===== src/rtl/sipo_word_framer.sv =====
// sipo_word_framer: frame-synced serial-to-parallel word collector with a one-entry valid/ready output buffer; define SIPO_FRAMER_PARITY_EN to add a trailing even-parity bit check
module sipo_word_framer #(
  parameter int WIDTH = 32,
  parameter int CNT_W = $clog2(WIDTH+1)
) (
  input  logic             clk,
  input  logic             rst,
  input  logic             data,
  input  logic             data_valid,
  input  logic             frame_sync,
  input  logic             DIR,
  output logic [WIDTH-1:0] word_out,
  output logic             word_valid,
  input  logic             word_ready,
  output logic [CNT_W-1:0] bit_cnt,
  output logic             busy,
`ifdef SIPO_FRAMER_PARITY_EN
  output logic             parity_err,
`endif
  output logic             overrun,
  input  logic             overrun_clr
);
`ifdef SIPO_FRAMER_PARITY_EN
  typedef enum logic [1:0] {IDLE, SHIFT, PARITY} state_t;
`else
  typedef enum logic [0:0] {IDLE, SHIFT} state_t;
`endif
  state_t state, state_n;
  logic [WIDTH-1:0] sr, sr_n;
  logic [CNT_W-1:0] cnt_n;
  logic dir_l, dir_n, done, pend, load;
`ifdef SIPO_FRAMER_PARITY_EN
  logic perr_n;
`endif
  assign busy = state != IDLE;
  assign load = pend && (!word_valid || word_ready);
  // state register
  always_ff @(posedge clk) begin
    if (rst) state <= IDLE;
    else state <= state_n;
  end
  // next state, shift/count and word-completion decode; a sync bit always restarts the frame
  always_comb begin
    state_n = state;
    sr_n = sr;
    cnt_n = bit_cnt;
    dir_n = dir_l;
    done = 1'b0;
`ifdef SIPO_FRAMER_PARITY_EN
    perr_n = 1'b0;
`endif
    if (data_valid && frame_sync) begin
      state_n = SHIFT;
      cnt_n = CNT_W'(1);
      dir_n = DIR;
      sr_n = DIR ? {{(WIDTH-1){1'b0}}, data} : {data, {(WIDTH-1){1'b0}}};
    end else if (data_valid && state == SHIFT) begin
      sr_n = dir_l ? {sr[WIDTH-2:0], data} : {data, sr[WIDTH-1:1]};
      cnt_n = bit_cnt + CNT_W'(1);
      if (bit_cnt == CNT_W'(WIDTH-1)) begin
`ifdef SIPO_FRAMER_PARITY_EN
        state_n = PARITY;
`else
        state_n = IDLE;
        cnt_n = '0;
        done = 1'b1;
`endif
      end
    end
`ifdef SIPO_FRAMER_PARITY_EN
    else if (data_valid && state == PARITY) begin
      state_n = IDLE;
      cnt_n = '0;
      done = data == ^sr;
      perr_n = data != ^sr;
    end
`endif
  end
  // datapath: the completed word waits one cycle in sr (pend) before entering the output buffer
  always_ff @(posedge clk) begin
    if (rst) begin
      sr <= '0;
      bit_cnt <= '0;
      dir_l <= 1'b1;
      pend <= 1'b0;
      word_out <= '0;
      word_valid <= 1'b0;
      overrun <= 1'b0;
    end else begin
      sr <= sr_n;
      bit_cnt <= cnt_n;
      dir_l <= dir_n;
      pend <= done;
      word_out <= load ? sr : word_out;
      word_valid <= load || (word_valid && !word_ready);
      overrun <= (pend && word_valid && !word_ready) || (overrun && !overrun_clr);
    end
  end
`ifdef SIPO_FRAMER_PARITY_EN
  // one-cycle pulse when the parity bit disagrees with the collected word
  always_ff @(posedge clk) begin
    if (rst) parity_err <= 1'b0;
    else parity_err <= perr_n;
  end
`endif
endmodule


===== config.mk =====
export PLATFORM = sky130hd
export DESIGN_NAME = sipo_word_framer
export DESIGN_NICKNAME = d
export VERILOG_FILES = /design/src/rtl/sipo_word_framer.sv
export SDC_FILE = /design/constraint.sdc
export NUM_CORES = 1
export LEC_CHECK = 0
export BUFFER_PORTS_ARGS = -buffer_cell sky130_fd_sc_hd__buf_2
export CAP_MARGIN = 20
export CORE_MARGIN = 5
export CORE_UTILIZATION = 29
export CTS_CLUSTER_DIAMETER = 100
export DETAILED_ROUTE_END_ITERATION = 16
export HOLD_SLACK_MARGIN = 0.1
export PLACE_DENSITY = 0.51
export SKIP_CTS_REPAIR_TIMING = 1
export SLEW_MARGIN = 0
export SYNTH_ARGS = -nofsm -noshare
export SYNTH_HDL_FRONTEND = slang
export SYNTH_SLANG_ARGS = --single-unit
export TNS_END_PERCENT = 5

===== constraint.sdc =====
create_clock -name clk -period 1.8 [get_ports clk]
set_input_delay 0.27 -clock clk [delete_from_list [all_inputs] [get_ports clk]]
set_output_delay 0.27 -clock clk [all_outputs]
set_load 0.01 [all_outputs]

* Word-level counts from Yosys, hierarchy flattened
Index checks and enable logic that the tools add are counted.
** Word-level totals
- Input bits :: 8
- Logic and storage cells :: 41
- Register bits after elaboration :: 75
** Cells by class
- $add $sub $neg :: 1
- Mux-type cells :: 11
- Bitwise logic cells :: 1
- Equal/unequal tests :: 1
- Reduce and logical (&&, ||, !) cells :: 18
** Operators by type and width (count)
- $mux 32 :: 4
- $logic_and 1x1->1 :: 7
- $add 6x1->6 const B :: 1
- $eq 6x5->1 const B :: 1
- $mux 1 :: 6
- $mux 6 :: 1
- $reduce_bool 2->1 :: 2
- $logic_not 1->1 :: 3
- $logic_or 1x1->1 :: 3
- $reduce_or 3->1 :: 1
- $reduce_and 2->1 :: 1
- $reduce_or 2->1 :: 1
- $not 1->1 :: 1

* Depth between registers and ports, before layout
Gate-level depths: netlist of the first run.
- Depth in word-level cells :: 4
- Mapped depth :: 5

* Worst setup path after synthesis of the first run
Ideal clock, no wire load.
- Path kind :: reg2reg
- From :: register bit_cnt[0]
- To :: register bit_cnt[4]
- Arrival time :: 1.274 ns
- Clock period less this slack :: 1.344 ns
- Stages on the path, launching flop included :: 5
- Slack :: 0.456 ns
- Data required time :: 1.730 ns
- Cells stage by stage :: dfxtp_1 ha_1 inv_1 or3_2 a21oi_1
** On the way
- Word-level cells in the longest chain between the ends :: 2
- Elaborated cells between the ends (all ways) :: 3
- Classes of those cells :: add/sub: 1; eq/ne: 1; mux: 1
** RTL lines
- start, declared :: RTL line 15 : output logic [CNT_W-1:0] bit_cnt,
- start signal, assigned :: RTL line 91 : bit_cnt <= cnt_n;
- $add 6x1->6 or $eq 6x5->1 (tied branches) :: RTL line 59, 60
- $mux 6 * :: RTL line 60 : if (bit_cnt == CNT_W'(WIDTH-1)) begin
Every way passes the cells marked *; elsewhere a longest branch is shown, timed or not.
A chain may end at the register's enable or synchronous reset.

* Worst setup path in the final report of the first run
- From :: register state (netlist: busy)
- To :: register bit_cnt[5]
** On the way
- Word-level cells in the longest chain between the ends :: 1
** RTL lines
- start, declared :: RTL line 28 : state_t state, state_n;
- start signal, assigned :: RTL line 40 : else state <= state_n;
- $logic_and 1x1->1 :: RTL line 57 : end else if (data_valid && state == SHIFT) begin
No other way between the ends.

==> impl_results.md, run 1 <==
- Initial cell density of the core: 0.293
- Post-Syn Area: 3140 sq um
- Hold violation total from the final report: 0
- Proportion of synthesized area in mux cells: 0.108
- Hold Path End: overrun$_SDFF_PP0_
- FF-to-FF path depth: 3
- Clock latency on the worst-skew pair: 350 ps
- Final GP Congestion: 0.731
- Die width: 114 um
- Ant. Diodes: 0
- Slew @ Worst Pin: 408 ps
- Clk buf depth: 2
- Crit path kind: reg -> reg
- Critical path's slowest cell: dfxtp_1
- Simple-Gate Fraction of Synth Area: 0.141
- Number of global-route vias before repair: 2,626
- Hold_ws: 227 ps
- Hpwl dp: 4810 um
- Slew HR: 0.728
- Post-Syn Nets: 361
- Row cnt: 38
- Fillers: 1,144
- YS warnings: 0
- Post-Synth XOR/XNOR Area: 0.00279
- Final Cycle Share: 0.832
- Worst Path Required: 2070 ps
- DRT Pass-1 Iters: 4
- # DRC: 0
- Post-Route Setup TNS: 0 ps
- Global-route wire length before repair: 12,800 um
- Clk sinks: 75
- Synthesis-stage register bit count: 75
- Max VDD drop: 0.309 mV
- Utilization after layout: 0.347
- Yosys cell types: 32
- Combinational family with the most area after synthesis: compound AO/OA/AOI/OAI gates
- Pleak: 1.43 nW
- Crit path time final: 1500 ps
- Slowest Stage Delay on Critical Path: 550 ps
- NumNets Final: 397
- Vias/cell: 5.02
- Routed WL: 7560 um
- Min-delay src: overrun_clr
- Syn Area/Cell: 8.91 sq um
- Grt ovf: 0
- Gate Count Post-Synth: 352
- Layout Cells excl Fill: 532
- Max-slew violations: 0
- Area delta synth->final: 18.5%
- Die height: 114 um
- Status: completed
- RR Startpoint: busy$_SDFFE_PP0P_
- Die ar.: 13,000 sq um
- Post-route ant nets: 0
- Post-synth EDFFs: 0
- CTS root buffer: clkbuf_8
- Per-cell routed wire length: 14.2 um
- Area occupied by multi-input gates: 1480 sq um
- Largest net degree at the start of global routing: 52
- CTS tree: built
- Setup Skew: 8.57 ps
- Crit Path Max Fanout: 12
- I/O pin cnt: 49
- Max Cap Violations: 0
- Vias: 2,668
- Fraction of layout cells with a size suffix above 1: 0.273
- Type of origin of the critical path: flop
- 1st-iter DRT viols: 125
- CP cell instances: nand4_2 > or4_1 > a21oi_1
- CP bufs+invs: 0
- Ys async rst share: 0
- RSZ-0062 raised after global routing: no
- CP Capture Type: flop
- Adder-cell share of the synthesized area: 0.00399
- Initial antenna violation count: 0
- Hold path cells: 4
- H-tree Lvls: 3
- Total CTS buffers: 9
- Core Footprint: 10,700 sq um
- Reg-to-Reg End: bit_cnt[5]$_SDFFE_PP0P_
- CP top delay family: simple AND/OR/NAND/NOR gates
- Register area share after synthesis: 0.479
- Port bufs: 48
- Pwr Total: 3.11 mW
- Reg area: 1500 sq um
- GRT Util Overall: 0.121
- CTS clk-pin slew, worst paths: 80 ps
- Final setup viols: 0
- PwrDens: 836 nW/um^2
- Worst hold-check path type: in -> reg
- Synth Area in Compound Gates: 0.215
- CP arrival: 1770 ps
- Reg-to-reg setup timing slack: 300 ps
- FMAX: 668 MHz
- Prevailing post-synth register cell: dfxtp_1
- Dpl cells: 517
## report_power, final
part | total, mW | internal [mW] | switching [mW]
Clock | 1.29 | 0.708 | 0.580
Sequential | 1.68 | 1.67 | 0.0121
Combinational | 0.141 | 0.0513 | 0.0893
Total | 3.11 | 2.43 | 0.681
## routing by layer
layer,GRT usage,vias up,wire (um)
met1,0.164,1284,3810
met3,0.0435,6,391
met4,0.0261,0,60
li1,-,1336,-
met5,0,-,0
met2,0.185,42,3300
## worst reg2reg max path, cell delays in order, from the launching register on
cell	delay, ps
dfxtp_1	550
nand4_2	220
or4_1	500
a21oi_1	140
## cell families after synthesis
family                     Yosys count
buffers and inverters               38
AOI/OAI and AO/OA                  116
and+or+nand+nor                     91
adders and majority gates            1
muxes                               30
xor gates and xnor gates             1
DFF                                 75
## sequential cells by signal, summed over array words and instances (netlist names)
register,count
busy,1
dir_l,1
word_valid,1
sr,32
word_out,32
bit_cnt,6
overrun,1
pend,1
## how the worst max path moves through the flow
stage | startpoint | end | slack [ps] | depth (start not counted)
floorplan | bit_cnt[0]$_SDFFE_PP0P_ | bit_cnt[4]$_SDFFE_PP0P_ | 460 | 4
global placement | busy$_SDFFE_PP0P_ | bit_cnt[5]$_SDFFE_PP0P_ | 400 | 3
detailed placement | busy$_SDFFE_PP0P_ | bit_cnt[5]$_SDFFE_PP0P_ | 340 | 3
CTS | busy$_SDFFE_PP0P_ | bit_cnt[5]$_SDFFE_PP0P_ | 310 | 3
global route | busy$_SDFFE_PP0P_ | bit_cnt[5]$_SDFFE_PP0P_ | 140 | 3
finish | busy$_SDFFE_PP0P_ | bit_cnt[5]$_SDFFE_PP0P_ | 300 | 3
## synthesized netlist by cell type (2+ instances only)
cell type  count  share of area
nor2b_1        3         0.0060
mux2_2        30           0.11
inv_1          4         0.0048
nor3_1         2         0.0032
a21oi_1       40          0.064
buf_2         13          0.021
o21ai_0       37          0.059
nor2_1        32          0.038
nand3_1       36          0.057
nand2b_1       3         0.0060
clkbuf_1      21          0.025
nand2_1        6         0.0072
a31oi_1        2         0.0040
a22oi_1       30          0.072
dfxtp_1       75           0.48
a21boi_0       2         0.0048
## layout make-up
type | count | area share
flip-flops and latches | 75 | 0.404
inverters | 4 | 0.00404
repair buffers | 59 | 0.0936
clock buffers | 13 | 0.0428
multi-input cells | 239 | 0.399
clock inverters | 2 | 0.00943
well taps | 140 | 0.0471
## through the flow
step                area [sq um]  setup WS (ps)
floorplan                   3140            456
global placement            3520            404
detailed placement          3520            343
CTS                         3720            307
global route                3720            137
finish                      3720            302
## placed cells by master, fill, tap and decap left out, types with 2 or more instances in the layout
cell type / instances
a21boi_0: 2
a21oi_1: 40
a22oi_1: 30
a31oi_1: 2
buf_12: 2
buf_2: 48
buf_4: 9
clkbuf_1: 2
clkbuf_8: 11
dfxtp_1: 75
inv_1: 4
mux2_2: 30
nand2_1: 6
nand2b_1: 3
nand3_1: 36
nor2_1: 32
nor2b_1: 2
nor3_1: 2
o21ai_0: 37
(Power assumes the default switching activity.)
==> inputs of run 2 (changes only) <==
--- a/config.mk
+++ b/config.mk
@@ -5,6 +5,7 @@
 export SDC_FILE = /design/constraint.sdc
 export NUM_CORES = 1
 export LEC_CHECK = 0
+export ABC_AREA = 1
 export BUFFER_PORTS_ARGS = -buffer_cell sky130_fd_sc_hd__buf_2
 export CAP_MARGIN = 20
 export CORE_MARGIN = 5
==> constraint.sdc (replaced) <==
create_clock -name clk -period 1.5 [get_ports clk]
set_input_delay 0.225 -clock clk [delete_from_list [all_inputs] [get_ports clk]]
set_output_delay 0.225 -clock clk [all_outputs]
set_load 0.01 [all_outputs]
==> impl_results.md, run 2 <==
- Crit Path Max Fanout: 4 (-8)
- Vias/cell: 4.48 (-11%)
- Total CTS buffers: 9 (unchanged)
- Top flop regs: sr (32), word_out (32), bit_cnt (6)
- CP Capture Type: flop
- Clock latency on the worst-skew pair: 340 ps (about the same)
- RSZ-0062 raised after global routing: no
- Post-route ant nets: 0 (unchanged)
- YS warnings: 0 (unchanged)
- Worst slack at placement: 280 ps (-63.1 ps)
- Sw Pwr: 0.896 mW (+32%)
- Type of origin of the critical path: flop
- Ys async rst share: 0 (unchanged)
- Count leader, synth: nand2_1
- FMAX: 807 MHz (+21%)
- Max Cap Violations: 0 (unchanged)
- Pwr Total: 4.06 mW (+31%)
- Die width: 113 um (-0.53%)
- Status: completed
- Die ar.: 12,900 sq um (-1.0%)
- Sequential power share: 0.496 (-0.044)
- Final GP Congestion: 0.818 (+12%)
- Pleak: 1.46 nW (+1.7%)
- Prevailing post-synth register cell: dfxtp_1
- Slew @ Worst Pin: 336 ps (-72.6 ps)
- Crit path time final: 1240 ps (-259 ps)
- Global-route wire length before repair: 11,500 um (-11%)
- Worst hold-check path type: in -> reg
- Post-Syn Area: 3100 sq um (-1.2%)
- Most common cell after layout, fill and taps aside: nand2_1
- Clock Power Share: 0.458 (+0.044)
- Post-synth EDFFs: 0 (unchanged)
- Final Worst Setup Slack: 261 ps (-40.7 ps)
- # DRC: 0 (unchanged)
- Die height: 113 um (-0.53%)
- CTS root buffer: clkbuf_8
- Grt ovf: 0 (unchanged)
- Gate Count Post-Synth: 427 (+21%)
- Largest net degree at the start of global routing: 65 (+25%)
- Max-slew violations: 0 (unchanged)
- CP arrival: 1490 ps (-280 ps)
- Logic pwr share: 0.046 (about the same)
- I/O pin cnt: 49 (unchanged)
- Core Footprint: 10,400 sq um (-3.1%)
- CTS tree: built
- Clk buf depth: 2 (unchanged)
- H-tree Lvls: 3 (unchanged)
- Hold violation total from the final report: 0 (unchanged)
- Ant. Diodes: 0 (unchanged)
- Worst Path Required: 1750 ps (-320 ps)
- CTS clk-pin slew, worst paths: 80 ps (about the same)
- Routed WL: 7000 um (-7.4%)
- Synth top area share: 0.484 (+0.00560)
- Fraction of layout cells with a size suffix above 1: 0.167 (-0.106)
- GRT Util Overall: 0.110 (-0.0112)
- PwrDens: 1090 nW/um^2 (+30%)
- Max VDD drop: 0.345 mV (+12%)
- Per-cell routed wire length: 11.5 um (-19%)
- Clk sinks: 75 (unchanged)
- Synth top cells by count: nand2_1, dfxtp_1, a21oi_1
- Slew HR: 0.776 (+0.0484)
- Setup Skew: 6.93 ps (-1.64 ps)
- Yosys cell types: 21 (-34%)
- Top cells by area, synth: dfxtp_1, nand2_1, a21oi_1
- 1st-iter DRT viols: 164 (+31%)
- Post-Syn Nets: 436 (+21%)
- Number of global-route vias before repair: 2,496 (-5.0%)
- Hpwl dp: 4700 um (-2.3%)
- NumNets Final: 477 (+20%)
- Crit path kind: reg -> reg
- Final Cycle Share: 0.826 (-0.00644)
- Final setup viols: 0 (unchanged)
- Syn Area/Cell: 7.26 sq um (-19%)
- Register area share after synthesis: 0.484 (+0.00560)
- Initial cell density of the core: 0.299 (+0.00577)
- Switching Fraction: 0.221 (+0.00176)
- Yosys top cell by area: dfxtp_1
- Vias: 2,727 (+2.2%)
- Post-Route Setup TNS: 0 ps (unchanged)
- Port bufs: 48 (unchanged)
- Area delta synth->final: 19.9%
- Synthesis-stage register bit count: 75 (unchanged)
- Internal: 3.16 mW (+30%)
- Initial antenna violation count: 0 (unchanged)
- Row cnt: 37 (-2.6%)
- DRT Pass-1 Iters: 4 (unchanged)
- Commonest non-fill, non-tap cells in the layout: nand2_1, dfxtp_1, a21oi_1
-- run 2: cell count changes after synthesis, moves of 18 or more --
cell,before,now
o21ai_0,37,55
a21oi_1,40,69
nand2_1,6,110
nand3_1,36,7
nor2_1,32,11
a22oi_1,30,0
inv_1,4,48
mux2_2,30,0
-- run 2: through the flow --
| stage | hold WS, ps | std cells | utilization | instance area (sq um) |
|---|---|---|---|---|
| after floorplan | 357 | 427 | - | 3100 |
| after global placement | 453 | 593 | 0.335 | 3480 |
| after detailed placement | 458 | 593 | 0.335 | 3480 |
| after CTS | 110 | 609 | 0.359 | 3720 |
| after global routing | 126 | 609 | 0.359 | 3720 |
| final | 131 | 609 | 0.359 | 3720 |
-- run 2: critical path, stage by stage (launching register included) --
cell and delay, ps:
dfxtp_1 380, ha_1 210, nand3_1 140, nor2_1 150, nor2_1 70, nand2_1 60, nand2_1 50, nand2_1 50
inv_1 40
-- run 2: final timing paths --
check	from	end	slack, ps	depth (start not counted)
setup / recovery	bit_cnt[1]$_SDFFE_PP0P_	bit_cnt[5]$_SDFFE_PP0P_	260	8
setup reg to reg	bit_cnt[1]$_SDFFE_PP0P_	bit_cnt[5]$_SDFFE_PP0P_	260	8
hold / removal	overrun_clr	overrun$_SDFF_PP0_	130	4
hold reg to reg	sr[30]$_SDFFE_PP0P_	sr[30]$_SDFFE_PP0P_	470	2
-- run 2: cell families after synthesis --
kind of cell,Yosys count,synth area share
AND/OR/NAND/NOR,135,0.175
AO/OA/AOI/OAI,140,0.230
buffers and inverters,76,0.107
flip-flops,75,0.484
adder cells (fa/ha/maj),1,0.00403
-- run 2: layout make-up --
class | count | area (sq um)
Sequential cell | 75 | 1500
Inverter | 50 | 188
Timing Repair Buffer | 56 | 350
Clock inverter | 7 | 116
Clock buffer | 9 | 124
Tap cell | 136 | 170
Fill cell | 1142 | 6650
Multi-Input combinational cell | 276 | 1270
-- run 2: routing by layer --
| layer | track usage | up-vias | wire [um] |
|---|---|---|---|
| li1 | - | 1457 | - |
| met1 | 0.135 | 1219 | 3380 |
| met2 | 0.178 | 42 | 3220 |
| met3 | 0.0377 | 9 | 296 |
| met4 | 0.0385 | 0 | 97 |
| met5 | 0 | - | 0 |
-- run 2: power groups by stage --
stage	registers, mW	clock network, mW	logic, mW
after CTS	2.01	1.91	0.190
final	2.01	1.86	0.185
after global routing	2.02	2.01	0.208
after detailed placement	2.06	0	0.189
after floorplan	2.06	0	0.127
after global placement	2.06	0	0.189
==> inputs of run 3 (changes only) <==
==> constraint.sdc (replaced) <==
create_clock -name clk -period 1.2 [get_ports clk]
set_input_delay 0.18 -clock clk [delete_from_list [all_inputs] [get_ports clk]]
set_output_delay 0.18 -clock clk [all_outputs]
set_load 0.01 [all_outputs]
==> impl_results.md, run 3 (synthesis results as in run 2) <==
- Status: completed
- Hpwl dp: 4760 um (+1.3%)
- Max VDD drop: 0.456 mV (+32%)
- Routed WL: 7260 um (+3.8%)
- Initial cell density of the core: 0.299 (unchanged)
- H-tree Lvls: 3 (unchanged)
- Final setup viols: 0 (unchanged)
- Commonest non-fill, non-tap cells in the layout: nand2_1, dfxtp_1, a21oi_1
- Worst slack at placement: 10.6 ps (-269 ps)
- Post-layout instance area: 3780 sq um (+1.5%)
- CTS root buffer: clkbuf_8
- PwrDens: 1220 nW/um^2 (+12%)
- Final GP Congestion: 0.798 (-2.4%)
- Slew HR: 0.765 (-0.0111)
- NumNets Final: 487 (+2.1%)
- Vias/cell: 4.53 (+1.2%)
- Worst hold-check path type: in -> reg
- Grt ovf: 0 (unchanged)
- Row cnt: 37 (unchanged)
- Core Footprint: 10,400 sq um (unchanged)
- Clk buf depth: 2 (unchanged)
- Post-route ant nets: 0 (unchanged)
- Number of global-route vias before repair: 2,557 (+2.4%)
- Per-cell routed wire length: 11.8 um (+2.3%)
- Post-Route Setup TNS: 0 ps (unchanged)
- Top flop regs: sr (32), word_out (32), bit_cnt (6)
- FMAX: 850 MHz (+5.2%)
- CP arrival: 1450 ps (-40 ps)
- 1st-iter DRT viols: 134 (-18%)
- Final Cycle Share: 0.981 (+0.155)
- Largest net degree at the start of global routing: 65 (unchanged)
- Worst Path Required: 1470 ps (-280 ps)
- Slew @ Worst Pin: 353 ps (+16.7 ps)
- Max Cap Violations: 0 (unchanged)
- Type of origin of the critical path: flop
- Post-DP Area: 3510 sq um (+0.94%)
- RSZ-0062 raised after global routing: yes
- Pleak: 1.48 nW (+1.5%)
- Setup Skew: 8.53 ps (+1.60 ps)
- Initial antenna violation count: 0 (unchanged)
- Die height: 113 um (unchanged)
- Final Worst Setup Slack: 23.0 ps (-238 ps)
- Crit Path Max Fanout: 15 (+11)
- Fraction of layout cells with a size suffix above 1: 0.193 (+0.0259)
- Crit path kind: reg -> reg
- Area delta synth->final: 21.8%
- Clk sinks: 75 (unchanged)
- Vias: 2,801 (+2.7%)
- Crit path time final: 1180 ps (-61.5 ps)
- Ant. Diodes: 0 (unchanged)
- Global-route wire length before repair: 11,800 um (+3.4%)
- Die ar.: 12,900 sq um (unchanged)
- Die width: 113 um (unchanged)
- Hold violation total from the final report: 0 (unchanged)
- CP Capture Type: flop
- Reg-to-reg setup timing slack: 20 ps (-240 ps)
- Port bufs: 48 (unchanged)
- I/O pin cnt: 49 (unchanged)
- Hold_ws: 93.5 ps (-38.0 ps)
- Total CTS buffers: 9 (unchanged)
- CTS tree: built
- Clock latency on the worst-skew pair: 340 ps (about the same)
- Max-slew violations: 0 (unchanged)
- GRT Util Overall: 0.113 (+0.00335)
- # DRC: 0 (unchanged)
- DRT Pass-1 Iters: 4 (unchanged)
- CTS clk-pin slew, worst paths: 80 ps (about the same)
- Most common cell after layout, fill and taps aside: nand2_1
-- run 3: cell types whose count changed in the layout (fill, tap and decap cells not counted), sizes merged --
cell         previous run  this run
buf                    56        62
clkbuf                  9        10
clkinv                  3         4
bufinv                  3         1
dlygate4sd3             0         3
-- run 3: critical path, stage by stage (launching register included) --
cell	delay (ps)
dfxtp_2	350
nand2_4	50
buf_4	140
nor2_4	160
clkbuf_16	210
nand2_1	60
a21oi_1	120
-- run 3: final cells by class --
cell class	count	area (sq um)
Clock buffer	9	124
Clock inverter	6	57.6
Fill cell	1120	6590
Inverter	50	190
Multi-Input combinational cell	276	1290
Sequential cell	75	1510
Tap cell	136	170
Timing Repair Buffer	66	438
-- run 3: power breakdown --
| group | switching [mW] | internal [mW] |
|---|---|---|
| registers | 0.0110 | 2.50 |
| clock network | 0.902 | 0.934 |
| logic | 0.173 | 0.0891 |
-- run 3: final timing paths --
path,startpoint,to,cells after the start
worst max-delay path,busy$_SDFFE_PP0P_,sr[14]$_SDFFE_PP0P_,6
worst min-delay path,DIR,dir_l$_SDFFE_PP1P_,3
worst max register to register,busy$_SDFFE_PP0P_,sr[14]$_SDFFE_PP0P_,6
worst min register to register,overrun$_SDFF_PP0_,overrun$_SDFF_PP0_,2
-- run 3: routing by layer --
| layer | track usage | vias to the layer above | routed length, um |
|---|---|---|---|
| met2 | 0.191 | 44 | 3470 |
| li1 | - | 1476 | - |
| met4 | 0.0353 | 0 | 108 |
| met5 | 0 | - | 0 |
| met3 | 0.0371 | 11 | 301 |
| met1 | 0.136 | 1270 | 3380 |
-- run 3: metrics by stage --
| step | util | power [mW] | std cells |
|---|---|---|---|
| 6_report | 0.364 | 4.61 | 618 |
| 3_5_place_dp | 0.339 | 2.82 | 599 |
| 3_3_place_gp | 0.339 | 2.82 | 599 |
| 4_1_cts | 0.356 | 4.69 | 614 |
| 2_1_floorplan | - | 2.73 | 427 |
| 5_1_grt | 0.364 | 4.83 | 618 |
